File: config.mk
export PLATFORM = sky130hd
export DESIGN_NAME = instr_fetch_issue
export DESIGN_NICKNAME = d
export VERILOG_FILES = /design/src/rtl/instr_fetch_issue.sv
export SDC_FILE = /design/constraint.sdc
export NUM_CORES = 1
export LEC_CHECK = 0
export CAP_MARGIN = 20
export CORE_UTILIZATION = 52
export CTS_BUF_LIST = sky130_fd_sc_hd__clkbuf_8
export DETAILED_ROUTE_END_ITERATION = 8
export PLACE_DENSITY = 0.84
export SLEW_MARGIN = 5
export SYNTH_ARGS = -nofsm -noshare
export SYNTH_HDL_FRONTEND = slang
export SYNTH_SLANG_ARGS = --single-unit
File: constraint.sdc
create_clock -name clk -period 4 [get_ports clk]
set_clock_uncertainty 0.15 [all_clocks]
set_input_delay 0.8 -clock clk [delete_from_list [all_inputs] [get_ports clk]]
set_output_delay 0.8 -clock clk [all_outputs]
set_load 0.01 [all_outputs]
File: src/rtl/instr_fetch_issue.sv
`default_nettype none
// +--------------------------------------------------------------------------+
// | instr_fetch_issue : PC owner, req/ack instruction fetch, field issue     |
// | Rev 1.0                                                                  |
// +--------------------------------------------------------------------------+
module instr_fetch_issue #(
  parameter int unsigned   AW       = 16,
  parameter logic [AW-1:0] RESET_PC = '0
) (
  input  logic          clk,
  input  logic          rst_n,
  output logic          imem_req,
  output logic [AW-1:0] imem_addr,
  input  logic          imem_ack,
  input  logic [15:0]   imem_rdata,
  output logic          issue_valid,
  input  logic          issue_ready,
  output logic [3:0]    opcode,
  output logic [3:0]    func,
  output logic [3:0]    rs,
  output logic [3:0]    rt,
  output logic [3:0]    imm,
  output logic [AW-1:0] issue_pc,
  input  logic          redirect,
  input  logic [AW-1:0] redirect_pc,
  output logic          halted
);

  localparam logic [1:0] S_FETCH = 2'd0;
  localparam logic [1:0] S_WAIT  = 2'd1;
  localparam logic [1:0] S_ISSUE = 2'd2;
  localparam logic [1:0] S_HALT  = 2'd3;

  localparam logic [3:0] OP_JMP  = 4'b0110;
  localparam logic [3:0] OP_HALT = 4'b1111;

  logic [1:0]    state_q, state_d;
  logic [AW-1:0] pc_q, pc_d;
  logic [AW-1:0] addr_q, addr_d;
  logic [15:0]   ir_q, ir_d;
  logic          discard_q, discard_d;
  logic [AW-1:0] jmp_pc;
  logic [15:0]   ir_vis;
  logic          accept;

  // jmp replaces the low 12 bits of the PC and keeps the upper page
  generate
    if (AW > 12) begin : g_jmp_page
      assign jmp_pc = {pc_q[AW-1:12], ir_q[11:0]};
    end else begin : g_jmp_flat
      assign jmp_pc = ir_q[AW-1:0];
    end
  endgenerate

  assign accept = (state_q == S_ISSUE) && issue_ready;

  always_ff @(posedge clk) begin
    if (!rst_n) begin
      state_q   <= S_FETCH;
      pc_q      <= RESET_PC;
      addr_q    <= '0;
      ir_q      <= '0;
      discard_q <= 1'b0;
    end else begin
      state_q   <= state_d;
      pc_q      <= pc_d;
      addr_q    <= addr_d;
      ir_q      <= ir_d;
      discard_q <= discard_d;
    end
  end

  always_comb begin
    state_d = state_q;
    case (state_q)
      S_FETCH: begin
        if (redirect)      state_d = S_FETCH;
        else if (imem_ack) state_d = S_ISSUE;
        else               state_d = S_WAIT;
      end
      S_WAIT: begin
        if (imem_ack) state_d = (redirect || discard_q) ? S_FETCH : S_ISSUE;
      end
      S_ISSUE: begin
        if (redirect)         state_d = S_FETCH;
        else if (issue_ready) state_d = (ir_q[15:12] == OP_HALT) ? S_HALT : S_FETCH;
      end
      default: state_d = S_HALT;
    endcase
  end

  always_comb begin
    pc_d      = pc_q;
    addr_d    = addr_q;
    ir_d      = ir_q;
    discard_d = discard_q;
    if (state_q == S_FETCH) addr_d = pc_q;
    if ((state_q == S_FETCH || state_q == S_WAIT) && imem_ack && !redirect && !discard_q)
      ir_d = imem_rdata;
    // A redirect during an outstanding fetch must still wait out the ack
    if (state_q == S_WAIT) begin
      if (imem_ack)      discard_d = 1'b0;
      else if (redirect) discard_d = 1'b1;
    end
    if (redirect && state_q != S_HALT) begin
      pc_d = redirect_pc;
    end else if (accept) begin
      if (ir_q[15:12] == OP_JMP)       pc_d = jmp_pc;
      else if (ir_q[15:12] != OP_HALT) pc_d = pc_q + AW'(1);
    end
  end

  always_comb begin
    imem_req    = 1'b0;
    imem_addr   = '0;
    issue_valid = 1'b0;
    halted      = 1'b0;
    ir_vis      = '0;
    issue_pc    = '0;
    if (rst_n) begin
      ir_vis   = ir_q;
      issue_pc = addr_q;
      case (state_q)
        S_FETCH: begin
          imem_req  = 1'b1;
          imem_addr = pc_q;
        end
        S_WAIT: begin
          imem_req  = 1'b1;
          imem_addr = addr_q;
        end
        S_ISSUE: issue_valid = 1'b1;
        default: halted      = 1'b1;
      endcase
    end
  end

  assign opcode = ir_vis[15:12];
  assign rs     = ir_vis[11:8];
  assign rt     = ir_vis[7:4];
  assign func   = ir_vis[3:0];
  assign imm    = ir_vis[3:0];

endmodule
`default_nettype wire

==> metrics.yaml, run 1 <==
fin_cells: 539
criticalPathCategory: "input pin to primary output"
slowest_stage: "clkdlybuf4s50_1"
wirelength_mm: 8.10
clock-sinks: 51
hold_buffers: 0
synth-edff-count: 0
fmaxAchievable_ghz: 0.294
crit_top_cell: "clkdlybuf4s50_1"
io_buffer_count: 91
setup_tns_ns: 0
antenna_found_initial: 0
r2r_end: "pc_q[12]"
final_util_pct: 71.8
htreeDepth: 2
n_fill_cell: 446
synth_area_um2: 2980
p_clk_share_pct: 28.7
final-setup-viol-count: 0
grt_max_degree: 46
crit_required_ns: 3.05
dpl.hpwl_mm: 5.74
ys.flop_type: "dfxtp_1"
p_seq_share_pct: 50.7
holdPathEnd: "addr_q[4]"
ir_drop_mv: 0.173
drive_gt1_share_pct: 6.42
rows: 27
power_switching_uw: 319
clk-insertion-delay-late_ns: 0.30
crit_family: "buffers and inverters"
worstReg2RegStart: "state_q[0]"
synth_most_common_cell: "nand2_1"
power.density_nw_per_um2: 283
antennaDiodeCount: 0
netlist_top_cells_count: "89 x nand2_1, 51 x dfxtp_1, 47 x a21oi_1"
first_iter_violations: 314
first_pass_iters: 5
grt_use_met2_pct: 47.5
grt.total_usage_pct: 27.6
crit_path_max_fanout: 45
yosysSeqAreaShare_pct: 34.2
cts_resized: 0
cp_slowest_stage_delay_ns: 0.55
area_growth_pct: 32.6
ant_nets: 0
synth_fp_nets: 434
clockRootBuffer: "clkbuf_8"
relSlewSlack_pct: 31.9
start_kind: "input pin"
ys_types: 58
internal_power_uw: 802
start_util_pct: 54.2
path_buf_inv: 3
synthArstFlopShare_pct: 0
pwr-share-comb_pct: 20.6
yosys_warnings: 0
synth_top_area_share_pct: 34.2
holdPathStages: 2
rsz0062_at_grt: "no"
grt_pass1_wl_mm: 13.4
worstPathCellList: "clkdlybuf4s50_1, buf_4, and2_1, clkdlybuf4s50_1"
route.detailed.drc: 0
top_usage_layer: "met2"
final-max-slew-violation-count: 0
cts_made_buffers: 5
gr-usage-met1_pct: 34.9
cts_tree: "built"
post-route-period-util_pct: 85.1
via_per_inst: 5.76
grtUsageMet3_pct: 5.06
hold_viol: 0
grt-ovfl-total: 0
maxCapViolCount: 0
reg2reg_depth: 5
grt_pass1_vias: 2843
wl_per_cell_um: 15.0
place_congestion: 0.903
final_nets: 504
cts_setup_buffers: 0
switching_share_pct: 28.5
ios: 92
ys_seq_elements: 51
outcome: "finished, final reports clean"
clk_path_buf_depth: 2
min_period_ns: 3.41
power_leakage_uw: 0.00139
numPlacedInstances: 530
via_count: 3105
hold_class: "flop to flop"
die_area_um2: 6040
clk_pin_slew_ns: 0.09
critPathArrivalTime_ns: 2.46
hold_slack_ns: 0.317
r2r_slack_ns: 1.84
die_w_um: 77.7
synth_cells: 396
tightest_slew_ns: 1.02
die_h_um: 77.7
synth_area_leader_cell: "dfxtp_1"
worstSetupEndpointType: "primary output"
hold_start: "addr_q[4]"
synth.area.top_cells: "dfxtp_1 34%, nand2_1 11%, a21oi_1 7.9%"
core_region_area_um2: 5510
avgSynthCellArea_um2: 7.53
[cell usage in the layout, fill, tap and decap left out, drive strengths merged, types with 6 or more instances in the layout]
master and n:
nand3 6, nand2 90, mux2i 16, nor3 8, dfxtp 51, clkdlybuf4s50 91, o21ai 15, a21oi 47
nor2 31, a31oi 6, clkbuf 8, and2 32
[kinds of logic (layout without fill, tap and decap cells)]
kind of cell / count (synthesis) / after routing / synth area share (%)
and+or+nand+nor: 184 / 184 / 30.8
AOI/OAI and AO/OA: 107 / 107 / 22.9
DFF: 51 / 51 / 34.2
buffers and inverters: 37 / 108 / 6.25
muxes: 16 / 16 / 5.37
adders and majority gates: 1 / 1 / 0.419
[cell type report]
type | count | area (um2) | share of cell area [%]
multi-input cells | 308 | 1780 | 44.9
flip-flops and latches | 51 | 1020 | 25.8
repair buffers | 96 | 955 | 24.1
clock buffers | 7 | 96.3 | 2.44
well taps | 72 | 90.1 | 2.28
inverters | 4 | 15.0 | 0.380
clock inverters | 1 | 3.75 | 0.0949
[per-stage QoR]
stage | worst slack (ns) | total power, uW | cell area (um2)
after floorplan | 1.42 | 709 | 2980
after global placement | 0.611 | 798 | 3840
after detailed placement | 0.588 | 807 | 3840
after CTS | 0.583 | 1120 | 3940
after global routing | 0.445 | 1170 | 3960
final | 0.595 | 1120 | 3960
[worst register-to-register path: stages, from the launching register on]
cell and delay (ns):
dfxtp_1 0.45, buf_4 0.37, a21boi_2 0.22, nor2_1 0.43
a31oi_1 0.16, o221a_2 0.28
[routing by layer]
metal	part of all wire, %	vias to the layer above
li1	-	1517
met1	44	1416
met2	48	152
met3	7.1	20
met4	1.6	0
met5	0	-
[power by group through the flow]
| stage | logic [uW] | clock network (uW) | registers (uW) |
|---|---|---|---|
| detailed placement | 228 | 0 | 579 |
| global placement | 221 | 0 | 578 |
| global route | 253 | 348 | 572 |
| finish | 231 | 321 | 569 |
| floorplan | 144 | 0 | 565 |
| CTS | 229 | 324 | 568 |
[worst max path at each step]
stage                     start            end  slack [ns]  cells after the start
final                     rst_n          rs[2]        0.59                      4
after floorplan           rst_n    issue_valid        1.42                      4
after detailed placement  rst_n   imem_addr[7]        0.59                      4
after CTS                 rst_n   imem_addr[7]        0.58                      4
after global routing      rst_n   imem_addr[7]        0.44                      4
after global placement    rst_n  imem_addr[15]        0.61                      4
[flip-flops by register name (all words and copies together) (netlist names)]
register and count:
addr_q 16, discard_q 1, ir_q 16, pc_q 16, state_q 2
(Power assumes the default switching activity.)
==> run 2, diff against run 1 <==
CAP_MARGIN = unset   (was 20)
==> run 2 against run 1 <==
First-iteration DRC count is 14% lower; largest cell class unchanged; clock-buffer cell count unchanged; wire length increased by 0.11%; clock power barely moved; worst setup slack worse by 0.0031 ns; register-to-register slack about the same; power is 0.11% lower; sequential power about the same; final cell count decreased by 0.19%; sequential share of layout area increased by 0.090 points.
==> metrics.yaml, run 2 (synthesis results as in run 1) <==
grt_use_met2_pct: 47.5  # unchanged
grt.total_usage_pct: 27.6  # unchanged
critPathArrivalTime_ns: 2.46  # about the same
start_util_pct: 54.2  # unchanged
fmaxAchievable_ghz: 0.293  # about the same
drive_gt1_share_pct: 6.22  # -0.20 points
setup_tns_ns: 0  # unchanged
final-setup-viol-count: 0  # unchanged
final-max-slew-violation-count: 0  # unchanged
grt_max_degree: 46  # unchanged
htreeDepth: 2  # unchanged
endpoint: "rs[2]"
first_pass_iters: 5  # unchanged
dp_slack_ns: 0.588  # unchanged
first_iter_violations: 269  # -14%
via_per_inst: 5.76  # about the same
maxCapViolCount: 0  # unchanged
crit_top_cell: "clkdlybuf4s50_1"
clock-sinks: 51  # unchanged
reg2reg_depth: 5  # unchanged
crit_required_ns: 3.05  # about the same
top_usage_layer: "met2"
grt_pass1_wl_mm: 13.4  # unchanged
antenna_found_initial: 0  # unchanged
layout_common_cells: "91 x clkdlybuf4s50_1, 89 x nand2_1, 51 x dfxtp_1, 47 x a21oi_1, 32 x and2_1"
tightest_slew_ns: 1.02  # +0.00674 ns
final_common_cell: "clkdlybuf4s50_1"
via_count: 3097  # -0.26%
hold_buffers: 0  # unchanged
power_leakage_uw: 0.00138  # -0.50%
ir_drop_mv: 0.173  # +0.11%
crit_family: "buffers and inverters"
core_region_area_um2: 5510  # unchanged
min_period_ns: 3.41  # +0.00311 ns
slowest_stage: "clkdlybuf4s50_1"
grt-ovfl-total: 0  # unchanged
hold_viol: 0  # unchanged
criticalPathCategory: "input pin to primary output"
final_nets: 503  # -0.20%
worstReg2RegStart: "state_q[0]"
wl_per_cell_um: 15.1  # +0.30%
ant_nets: 0  # unchanged
rows: 27  # unchanged
crit_path_max_fanout: 45  # unchanged
die_area_um2: 6040  # unchanged
r2r_end: "pc_q[12]"
gr-usage-met1_pct: 34.9  # unchanged
hold_class: "flop to flop"
start_kind: "input pin"
dpl.hpwl_mm: 5.74  # unchanged
grtUsageMet3_pct: 5.06  # unchanged
place_congestion: 0.903  # unchanged
die_w_um: 77.7  # unchanged
cp.depth: 4  # unchanged
clockRootBuffer: "clkbuf_8"
grt_pass1_vias: 2843  # unchanged
worst_slack_ns: 0.592  # -0.00311 ns
antennaDiodeCount: 0  # unchanged
die_h_um: 77.7  # unchanged
r2r_slack_ns: 1.83  # about the same
final_util_pct: 71.6  # -0.25 points
cts_tree: "built"
outcome: "finished, final reports clean"
top_regs: "addr_q: 16 flops, ir_q: 16 flops, pc_q: 16 flops"
relSlewSlack_pct: 31.4  # -0.45 points
post-route-period-util_pct: 85.2  # about the same
rsz0062_at_grt: "no"
ios: 92  # unchanged
route.detailed.drc: 0  # unchanged
power.density_nw_per_um2: 284  # +0.24%
clk_pin_slew_ns: 0.09  # about the same
cts_made_buffers: 5  # unchanged
path_buf_inv: 3  # unchanged
cts_setup_buffers: 0  # unchanged
area_growth_pct: 32.2
clk_path_buf_depth: 2  # unchanged
worstSetupEndpointType: "primary output"
clk-insertion-delay-late_ns: 0.30  # about the same
cts_resized: 0  # unchanged
io_buffer_count: 91  # unchanged
cp_slowest_stage_delay_ns: 0.55  # about the same
crit_start: "rst_n"
wirelength_mm: 8.11  # +0.11%
hold_start: "addr_q[4]"
worstPathCellList: "clkdlybuf4s50_1, buf_4, and2_1, clkdlybuf4s50_1"
## run 2: metal layers
layer  wire [um]  share of wire, %
met1        3480                43
met2        3920                48
met3         601               7.4
met4         116               1.4
met5           0                 0
## run 2: final cells by class
type                       count  area [um2]
fill                         445        1560
clock buffer                   7        96.3
timing repair buffer          95         941
clock inverter                 1        3.75
inverter                       4        15.0
tap                           72        90.1
multi-input combinational    308        1780
sequential                    51        1020
## run 2: worst min-delay path by stage
stage,depth (start not counted),endpoint
CTS,2,addr_q[8]
detailed placement,2,addr_q[8]
global route,2,addr_q[7]
global placement,2,addr_q[4]
finish,2,addr_q[4]
floorplan,2,addr_q[0]
## run 2: power breakdown
group	internal, uW	total [uW]	switching (uW)
combinational	111	230	118
clock	156	322	166
sequential	534	569	35.1
## run 2: stage by stage
step                      total power, uW  std cells  area [um2]  hold WS [ns]
final                                1120        538        3940         0.318
after global routing                 1170        538        3940         0.338
after CTS                            1120        538        3940         0.318
after detailed placement              807        530        3840         0.306
after global placement                798        530        3840         0.302
after floorplan                       709        396        2980         0.294
## run 2: worst reg2reg max path, cell delays in order, from the launching register on
cell	delay, ns
dfxtp_1	0.44
buf_4	0.37
a21boi_2	0.22
nor2_1	0.43
a31oi_1	0.16
o221a_2	0.28
==> run 3, diff against run 2 <==
CORE_UTILIZATION = 55   (was 52)
CTS_CLUSTER_DIAMETER = 80   (was unset)
DONT_BUFFER_PORTS = 1   (was unset)
PLACE_DENSITY = 0.66   (was 0.84)
==> run 3 against run 2 <==
Combinational power down 34%; hold slack improved by 0.00055 ns; largest power group unchanged; sequential share of layout area grew 8.1 points.
==> metrics.yaml, run 3 (synthesis results as in run 1) <==
fin_total_pwr_uw: 1010  # -9.6%
clock-sinks: 51  # unchanged
worstReg2RegStart: "state_q[1]"
slowest_stage: "nor3_1"
hold_class: "flop to flop"
wl_per_cell_um: 16.3  # +8.3%
relSlewSlack_pct: 26.2  # -5.2 points
holdPathEnd: "addr_q[2]"
post-route-period-util_pct: 69.2  # -16 points
ir_drop_mv: 0.204  # +18%
tightest_slew_ns: 1.10  # +0.0777 ns
route.detailed.drc: 0  # unchanged
crit_required_ns: 3.05  # about the same
grt-ovfl-total: 0  # unchanged
grt_max_degree: 48  # +4.3%
dpl.hpwl_mm: 5.15  # -10%
hold_buffers: 0  # unchanged
hold_start: "addr_q[2]"
min_period_ns: 2.77  # -0.639 ns
criticalPathCategory: "input pin to primary output"
clockRootBuffer: "clkbuf_8"
r2r_end: "pc_q[8]"
final_nets: 411  # -18%
grt_pass1_vias: 2326  # -18%
die_area_um2: 5720  # -5.3%
first_pass_iters: 4  # -1
numPlacedInstances: 436  # -18%
cp_slowest_stage_delay_ns: 0.53  # -0.02 ns
crit_family: "simple AND/OR/NAND/NOR gates"
worstSetupEndpointType: "primary output"
die_w_um: 75.6  # -2.7%
ios: 92  # unchanged
postPlaceCellArea_um2: 2920  # -24%
via_count: 2637  # -15%
final-max-slew-violation-count: 0  # unchanged
grt_pass1_wl_mm: 11.5  # -15%
fin_cells: 444  # -17%
seqCellArea_um2: 1020  # unchanged
reg2reg_depth: 6  # +1
multiInputGateArea_um2: 1780  # unchanged
worstPathCellList: "clkinv_1, nor3_1"
r2r_slack_ns: 1.98  # +0.15 ns
cts_resized: 0  # unchanged
outcome: "finished, final reports clean"
area_growth_pct: 0.755
via_per_inst: 5.94  # +3.2%
ant_nets: 0  # unchanged
core_region_area_um2: 5170  # -6.1%
rows: 26  # -3.7%
critPathArrivalTime_ns: 1.82  # -0.64 ns
wirelength_mm: 7.25  # -11%
setup_tns_ns: 0  # unchanged
clk-insertion-delay-late_ns: 0.31  # about the same
final-setup-viol-count: 0  # unchanged
first_iter_violations: 137  # -49%
cts_setup_buffers: 0  # unchanged
antennaDiodeCount: 0  # unchanged
hold_viol: 0  # unchanged
hold_slack_ns: 0.318  # +0.000546 ns
n_fill_cell: 536  # +20%
cts_made_buffers: 5  # unchanged
htreeDepth: 2  # unchanged
clk_path_buf_depth: 2  # unchanged
place_congestion: 0.875  # -3.0%
fmaxAchievable_ghz: 0.361  # +23%
die_h_um: 75.6  # -2.7%
maxCapViolCount: 0  # unchanged
grt.total_usage_pct: 26.3  # -1.3 points
top_regs: "addr_q: 16 flops, ir_q: 16 flops, pc_q: 16 flops"
final_common_cell: "nand2_1"
start_kind: "input pin"
io_buffer_count: 0  # -100%
start_util_pct: 57.7  # +3.5 points
power_leakage_uw: 0.00104  # -25%
antenna_found_initial: 0  # unchanged
rsz0062_at_grt: "no"
crit_path_max_fanout: 47  # +4.4%
power.density_nw_per_um2: 337  # +19%
layout_common_cells: "89 x nand2_1, 51 x dfxtp_1, 47 x a21oi_1, 32 x and2_1, 29 x nor2_1"
holdPathStages: 2  # unchanged
drive_gt1_share_pct: 7.75  # +1.5 points
cts_tree: "built"
final_cell_area_um2: 3010  # -24%
clk_pin_slew_ns: 0.09  # about the same
path_buf_inv: 1  # -2
-- run 3: per-layer routing --
metal / up-vias / track usage, % / share of wire, %
li1: 1331 / - / -
met1: 1227 / 35.5 / 47
met2: 68 / 42.4 / 46
met3: 11 / 6.22 / 5.8
met4: 0 / 7.20 / 1.2
met5: - / 0 / 0
-- run 3: how the worst max path moves through the flow --
stage                     slack (ns)  cells past startpoint          end   from
after global placement          1.26                      2  issue_valid  rst_n
after CTS                       1.25                      2  issue_valid  rst_n
after detailed placement        1.25                      2  issue_valid  rst_n
after global routing            1.11                      2  issue_valid  rst_n
after floorplan                 1.42                      4  issue_valid  rst_n
final                           1.23                      2  issue_valid  rst_n
-- run 3: cell type report --
type	instances	share of cell area [%]
sequential	51	34.0
inverter	4	0.500
clock buffer	5	2.29
tap	70	2.91
timing repair buffer	3	0.749
clock inverter	3	0.500
multi-input combinational	308	59.1
-- run 3: through the flow --
stage / util (%) / worst slack [ns]
final: 58.1 / 1.23
after global placement: 56.5 / 1.26
after detailed placement: 56.5 / 1.25
after global routing: 58.1 / 1.11
after CTS: 58.1 / 1.25
after floorplan: - / 1.42
-- run 3: power by group --
group | total [uW] | switching, uW | leakage [uW] | internal, uW
combinational | 152 | 97.3 | 0.000573 | 54.9
sequential | 567 | 33.0 | 0.000416 | 534
clock | 294 | 174 | 0.0000477 | 120
==> RTL edit 1: new RTL, config.mk and constraints of run 3 <==
The parameter `AW` goes from 16 to 15.
--- a/src/rtl/instr_fetch_issue.sv
+++ b/src/rtl/instr_fetch_issue.sv
@@ -5,5 +5,5 @@
 // +--------------------------------------------------------------------------+
 module instr_fetch_issue #(
-  parameter int unsigned   AW       = 16,
+  parameter int unsigned   AW       = 15,
   parameter logic [AW-1:0] RESET_PC = '0
 ) (
Interface: changed (resized imem_addr, issue_pc and redirect_pc); port bits go from 92 to 89. The function was not compared with the original's and may differ.
==> RTL edit 1 against run 3 <==
Sequential cell count shrank 2; highest routed layer unchanged; combinational power shrank 6%; cell area fell by 0.67%; power is 2.4% lower; routed wire length fell by 5.9%; worst hold slack got worse by 0.0016 ns; utilization shrank 0.39 points; largest cell class unchanged; worst setup slack worse by 0.037 ns; synthesized area up 0.38%.
==> RTL edit 1: results (changes against run 3) <==
Min path
  • HP Start: addr_q[7]$_SDFFE_PN0P_
  • Hold EP: addr_q[7]$_SDFFE_PN0P_
  • Hold WC Path Type: reg2reg

Synthesis
  • Post-synth top flop: dfxtp_1
  • Ranking of synthesized cells by area: dfxtp_1 33%, nand2_1 11%, a21boi_1 6.8%
  • Seq/Total Area, Yosys: 0.328 (-0.0147)
  • Post-synth ARST share: 0 (unchanged)
  • YS warnings: 0 (unchanged)
  • Post-synth cell types: 52 (-10%)
  • Syn_nets: 429 (-1.2%)
  • Synth cell count leaders: 85 x nand2_1, 49 x dfxtp_1, 31 x and2_1, 30 x nor2_1, 27 x a21boi_1

Cells and area
  • Fillers: 496 (-7.5%)
  • Biggest register: ir_q
  • Top flop regs: ir_q (16), addr_q (15), pc_q (15)
  • # diodes: 0 (unchanged)
  • Final Net Count: 398 (-3.2%)
  • Share of cells above drive strength 1: 0.0359 (-0.0416)

Clock tree
  • Post-CTS Resized: 0 (unchanged)
  • Postcts setup bufs: 0 (unchanged)
  • CTS buffer count: 5 (unchanged)
  • Clk root buf: clkbuf_8
  • Worst-path clk slew: 0.09 ns (about the same)
  • CTS Buffer Depth: 2 (unchanged)

Global routing
  • Initial antenna violation count: 0 (unchanged)
  • Overall Global Routing Usage: 0.245 (-0.0179)
  • Vias in the first global route: 2164 (-7.0%)
  • Global-route wire length before repair: 10700 um (-6.8%)
  • Largest net degree at the start of global routing: 86 (+79%)

Routing
  • Drt pass-1 iters: 4 (unchanged)
  • Initial DRC Count: 157 (+15%)
  • Remaining antenna violation count after routing: 0 (unchanged)
  • Vias/cell: 5.99 (+0.83%)
  • WL/cell: 15.8 um (-3.3%)

Status
  • Status: completed

Critical path
  • Reg2Reg Depth: 5 (-1)
  • Max stage delay on crit path: 1.05 ns (+0.52 ns)
  • Worst R2R End: pc_q[7]$_SDFFE_PN0P_
  • Maximum fanout along the worst path: 24 (-49%)
  • Worst flop-to-flop path startpoint: state_q[0]$_SDFFE_PN0P_
  • Flop-to-flop setup slack: 1.34 ns (-0.64 ns)
  • Crit path DAT: 1.86 ns (+0.04 ns)
  • Critical Path Slowest Stage Cell: dfxtp_1

Placement
  • HPWL Detailed: 4770 um (-7.4%)
  • Routability cong.: 0.851 (-2.8%)
  • I/O Buffers: 0 (unchanged)

STA
  • Slew @ Worst Pin: 1.09 ns (-0.0131 ns)
  • Hold slack: 0.316 ns (-0.00162 ns)

Pwr
  • Peak VDD IR: 184 uV (-10%)
  • Pleak: 1.13 nW (+9.1%)
-- RTL edit 1: cell types whose count changed after synthesis, moves of 4 or more --
cell      before  now
a21boi_1       1   27
clkbuf_1      13   20
a22oi_1        4    0
o22ai_1        4    0
nor4_1         0    4
nor3_1         7    2
o21ai_1        0    4
o21ai_0       15    6
a21oi_1       47   12
a21boi_0       0    5
nand2_1       89   85
o211a_1        3    8
-- RTL edit 1: per-layer routing --
metal / wire length, um / share of wire / track usage / vias up
met2: 3060 / 0.45 / 0.389 / 88
met5: 0 / 0 / 0 / -
met1: 3200 / 0.47 / 0.338 / 1191
met4: 71 / 0.010 / 0.0741 / 0
li1: - / - / - / 1300
met3: 489 / 0.072 / 0.0450 / 8
-- RTL edit 1: through the flow --
step	instance area (um2)	std cells	util	setup WS, ns	total power [mW]
global placement	2900	424	0.561	1.42	0.714
floorplan	2990	392	-	1.45	0.703
detailed placement	2900	424	0.561	1.38	0.717
CTS	2990	432	0.577	1.19	0.995
finish	2990	432	0.577	1.19	0.989
global route	2990	432	0.577	1.03	1.04
-- RTL edit 1: worst max-delay path: cells and delay by family (launching register included) --
kind,cells,cell delay (ns)
flip-flops,1,1.05
buffers and inverters,1,0.24
AND/OR/NAND/NOR,1,0.26
-- RTL edit 1: how the worst max path moves through the flow --
stage	startpoint	to	cells past startpoint
floorplan	rst_n	imm[0]	4
global placement	state_q[0]$_SDFFE_PN0P_	pc_q[7]$_SDFFE_PN0P_	5
detailed placement	state_q[0]$_SDFFE_PN0P_	pc_q[7]$_SDFFE_PN0P_	5
CTS	state_q[0]$_SDFFE_PN0P_	issue_valid	2
global route	state_q[0]$_SDFFE_PN0P_	issue_valid	2
finish	state_q[0]$_SDFFE_PN0P_	issue_valid	2
-- RTL edit 1: area by class of cell --
class,instances,area share
clock buffers,5,0.0231
repair buffers,1,0.00251
flip-flops and latches,49,0.329
multi-input cells,300,0.606
clock inverters,3,0.00503
well taps,70,0.0293
inverters,4,0.00503
-- RTL edit 1: report_power, final --
group	switching [mW]	total (mW)	internal, mW
Clock	0.164	0.283	0.119
Combinational	0.0823	0.143	0.0606
Sequential	0.0451	0.562	0.517
Total	0.292	0.989	0.697
-- RTL edit 1: cells by family (layout without fill, tap and decap cells) --
| logic type | Yosys count | in the layout | share of synthesized area |
|---|---|---|---|
| buf+inv | 43 | 13 | 0.0677 |
| xor+xnor | 2 | 2 | 0.00585 |
| fa+ha+maj | 1 | 1 | 0.00418 |
| simple gates | 188 | 188 | 0.308 |
| flops | 49 | 49 | 0.328 |
| compound gates | 94 | 94 | 0.237 |
| mux | 15 | 15 | 0.0501 |
==> RTL edit 2: new RTL, settings of run 3 <==
Without the edit above. Reset style: asynchronous (`rst_n`), changed in one clocked block.
--- a/src/rtl/instr_fetch_issue.sv
+++ b/src/rtl/instr_fetch_issue.sv
@@ -55,5 +55,5 @@
   assign accept = (state_q == S_ISSUE) && issue_ready;
 
-  always_ff @(posedge clk) begin
+  always_ff @(posedge clk or negedge rst_n) begin
     if (!rst_n) begin
       state_q   <= S_FETCH;
Behaviour: no difference found for any inputs over 4 cycles, from zero or initial values and one cycle with rst_n low; that may be too few to reach the edited logic, so the function may still have changed.
==> RTL edit 2 against run 3 <==
Synthesized area increased by 0.80%; cell area increased by 4.5%; sequential cell count unchanged; synthesized cell count decreased by 22%; routed wire length decreased by 13%; largest cell class unchanged; worst setup slack improved by 0.072 ns.
Power is not compared: it rests on default switching activity, and its combinational part moved more than twofold at a synthesized area within 25%.
==> RTL edit 2: results (changes against run 3) <==
Synthesis
  • Avg Inst Size Synth: 9.79 um2 (+30%)
  • Synth cell count leaders: 51 x dfrtp_1, 34 x and2_1, 33 x mux2_2, 33 x nor2_1, 24 x o21ai_0
  • Post-synth ARST share: 1.00 (+1.00)
  • YS warnings: 0 (unchanged)
  • Post-synth cell types: 46 (-21%)
  • Syn_nets: 345 (-21%)
  • Post-synth top flop: dfrtp_1
  • Seq/Total Area, Yosys: 0.424 (+0.0822)
  • Ranking of synthesized cells by area: dfrtp_1 42%, mux2_2 12%, and2_1 7.1%

Pwr
  • Peak VDD IR: around 380 uV
  • Pleak: ~1.3 nW
  • Sw Pwr: approximately 1.0 mW
  • Cell Pwr Density: roughly 810 nW/um2
  • Clock power share: 0.166
  • Sequential Power Share: 0.418

Placement
  • I/O Buffers: 0 (unchanged)
  • HPWL Detailed: 4500 um (-13%)
  • Post-Place Setup Slack: 1.52 ns (+0.276 ns)
  • Routability cong.: 0.819 (-6.4%)
  • Area after DPL: 3000 um2 (+2.8%)
  • Placed insts: 359 (-18%)

Global routing
  • Largest net degree at the start of global routing: 87 (+81%)
  • Vias in the first global route: 2068 (-11%)
  • Overall Global Routing Usage: 0.227 (-0.0361)
  • Initial antenna violation count: 0 (unchanged)
  • Global-route wire length before repair: 10400 um (-9.1%)

STA
  • Setup TNS: 0 ns (unchanged)
  • Rel. slew slack: 0.628 (+0.365)

Critical path
  • Maximum fanout along the worst path: 17 (-64%)
  • Delay-heaviest family, CP: simple AND/OR/NAND/NOR gates
  • Critical Path Slowest Stage Cell: dfrtp_1
  • Max stage delay on crit path: ~0.54 ns

Clock tree
  • CTS buffer count: 5 (unchanged)
  • Worst skew pair latency: 0.31 ns (about the same)
  • CTS Buffer Depth: 2 (unchanged)
  • Clk root buf: clkbuf_8
  • # H-tree levels: 2 (unchanged)
  • Worst-path clk slew: 0.09 ns (about the same)
  • # hold bufs at CTS: 0 (unchanged)
  • Postcts setup bufs: 0 (unchanged)
  • Post-CTS Resized: 0 (unchanged)

Cells and area
  • Share of cells above drive strength 1: 0.178 (+0.101)
  • Top flop regs: addr_q (16), ir_q (16), pc_q (16)
  • Fillers: 466 (-13%)
  • Final Net Count: 334 (-19%)
  • # diodes: 0 (unchanged)

Routing
  • Initial DRC Count: 83 (-39%)
  • Vias/cell: 6.08 (+2.3%)
  • Vias: 2230 (-15%)
  • WL final: 6300 um (-13%)
  • Drt pass-1 iters: 4 (unchanged)

Min path
  • Hold WC Path Type: in2async

Status
  • Status: completed
[RTL edit 2: cells by family after synthesis]
family / Yosys count / synth area share
compound gates: 67 / 0.141
fa+ha+maj: 1 / 0.00416
buf+inv: 26 / 0.0449
flops: 51 / 0.424
mux: 49 / 0.177
simple gates: 113 / 0.208
[RTL edit 2: area by class of cell]
| cell class | count | area [um2] | area share |
|---|---|---|---|
| clock inverters | 3 | 67.6 | 0.0215 |
| multi-input cells | 230 | 1600 | 0.508 |
| inverters | 4 | 15.0 | 0.00478 |
| well taps | 70 | 87.6 | 0.0279 |
| repair buffers | 4 | 30.0 | 0.00956 |
| clock buffers | 5 | 68.8 | 0.0219 |
| flip-flops and latches | 51 | 1280 | 0.406 |
[RTL edit 2: worst paths after layout]
kind	endpoint	slack, ns	from	cells after the start
max	imem_addr[15]	1.30	state_q[1]$_DFFE_PN0P_	3
min	ir_q[5]$_DFFE_PN0P_	0.03	rst_n	0
max reg2reg	pc_q[8]$_DFFE_PN0P_	1.76	state_q[1]$_DFFE_PN0P_	5
min reg2reg	addr_q[7]$_DFFE_PN0P_	0.38	addr_q[7]$_DFFE_PN0P_	1
max in group asynchronous	ir_q[11]$_DFFE_PN0P_	3.53	rst_n	0
min in group clk	addr_q[7]$_DFFE_PN0P_	0.38	addr_q[7]$_DFFE_PN0P_	1
[RTL edit 2: layer usage]
| metal | routed length, um | up-vias | global-route usage |
|---|---|---|---|
| met2 | 2820 | 81 | 0.336 |
| met1 | 3000 | 1068 | 0.334 |
| li1 | - | 1076 | - |
| met4 | 44 | 0 | 0.0500 |
| met5 | 0 | - | 0 |
| met3 | 441 | 5 | 0.0602 |
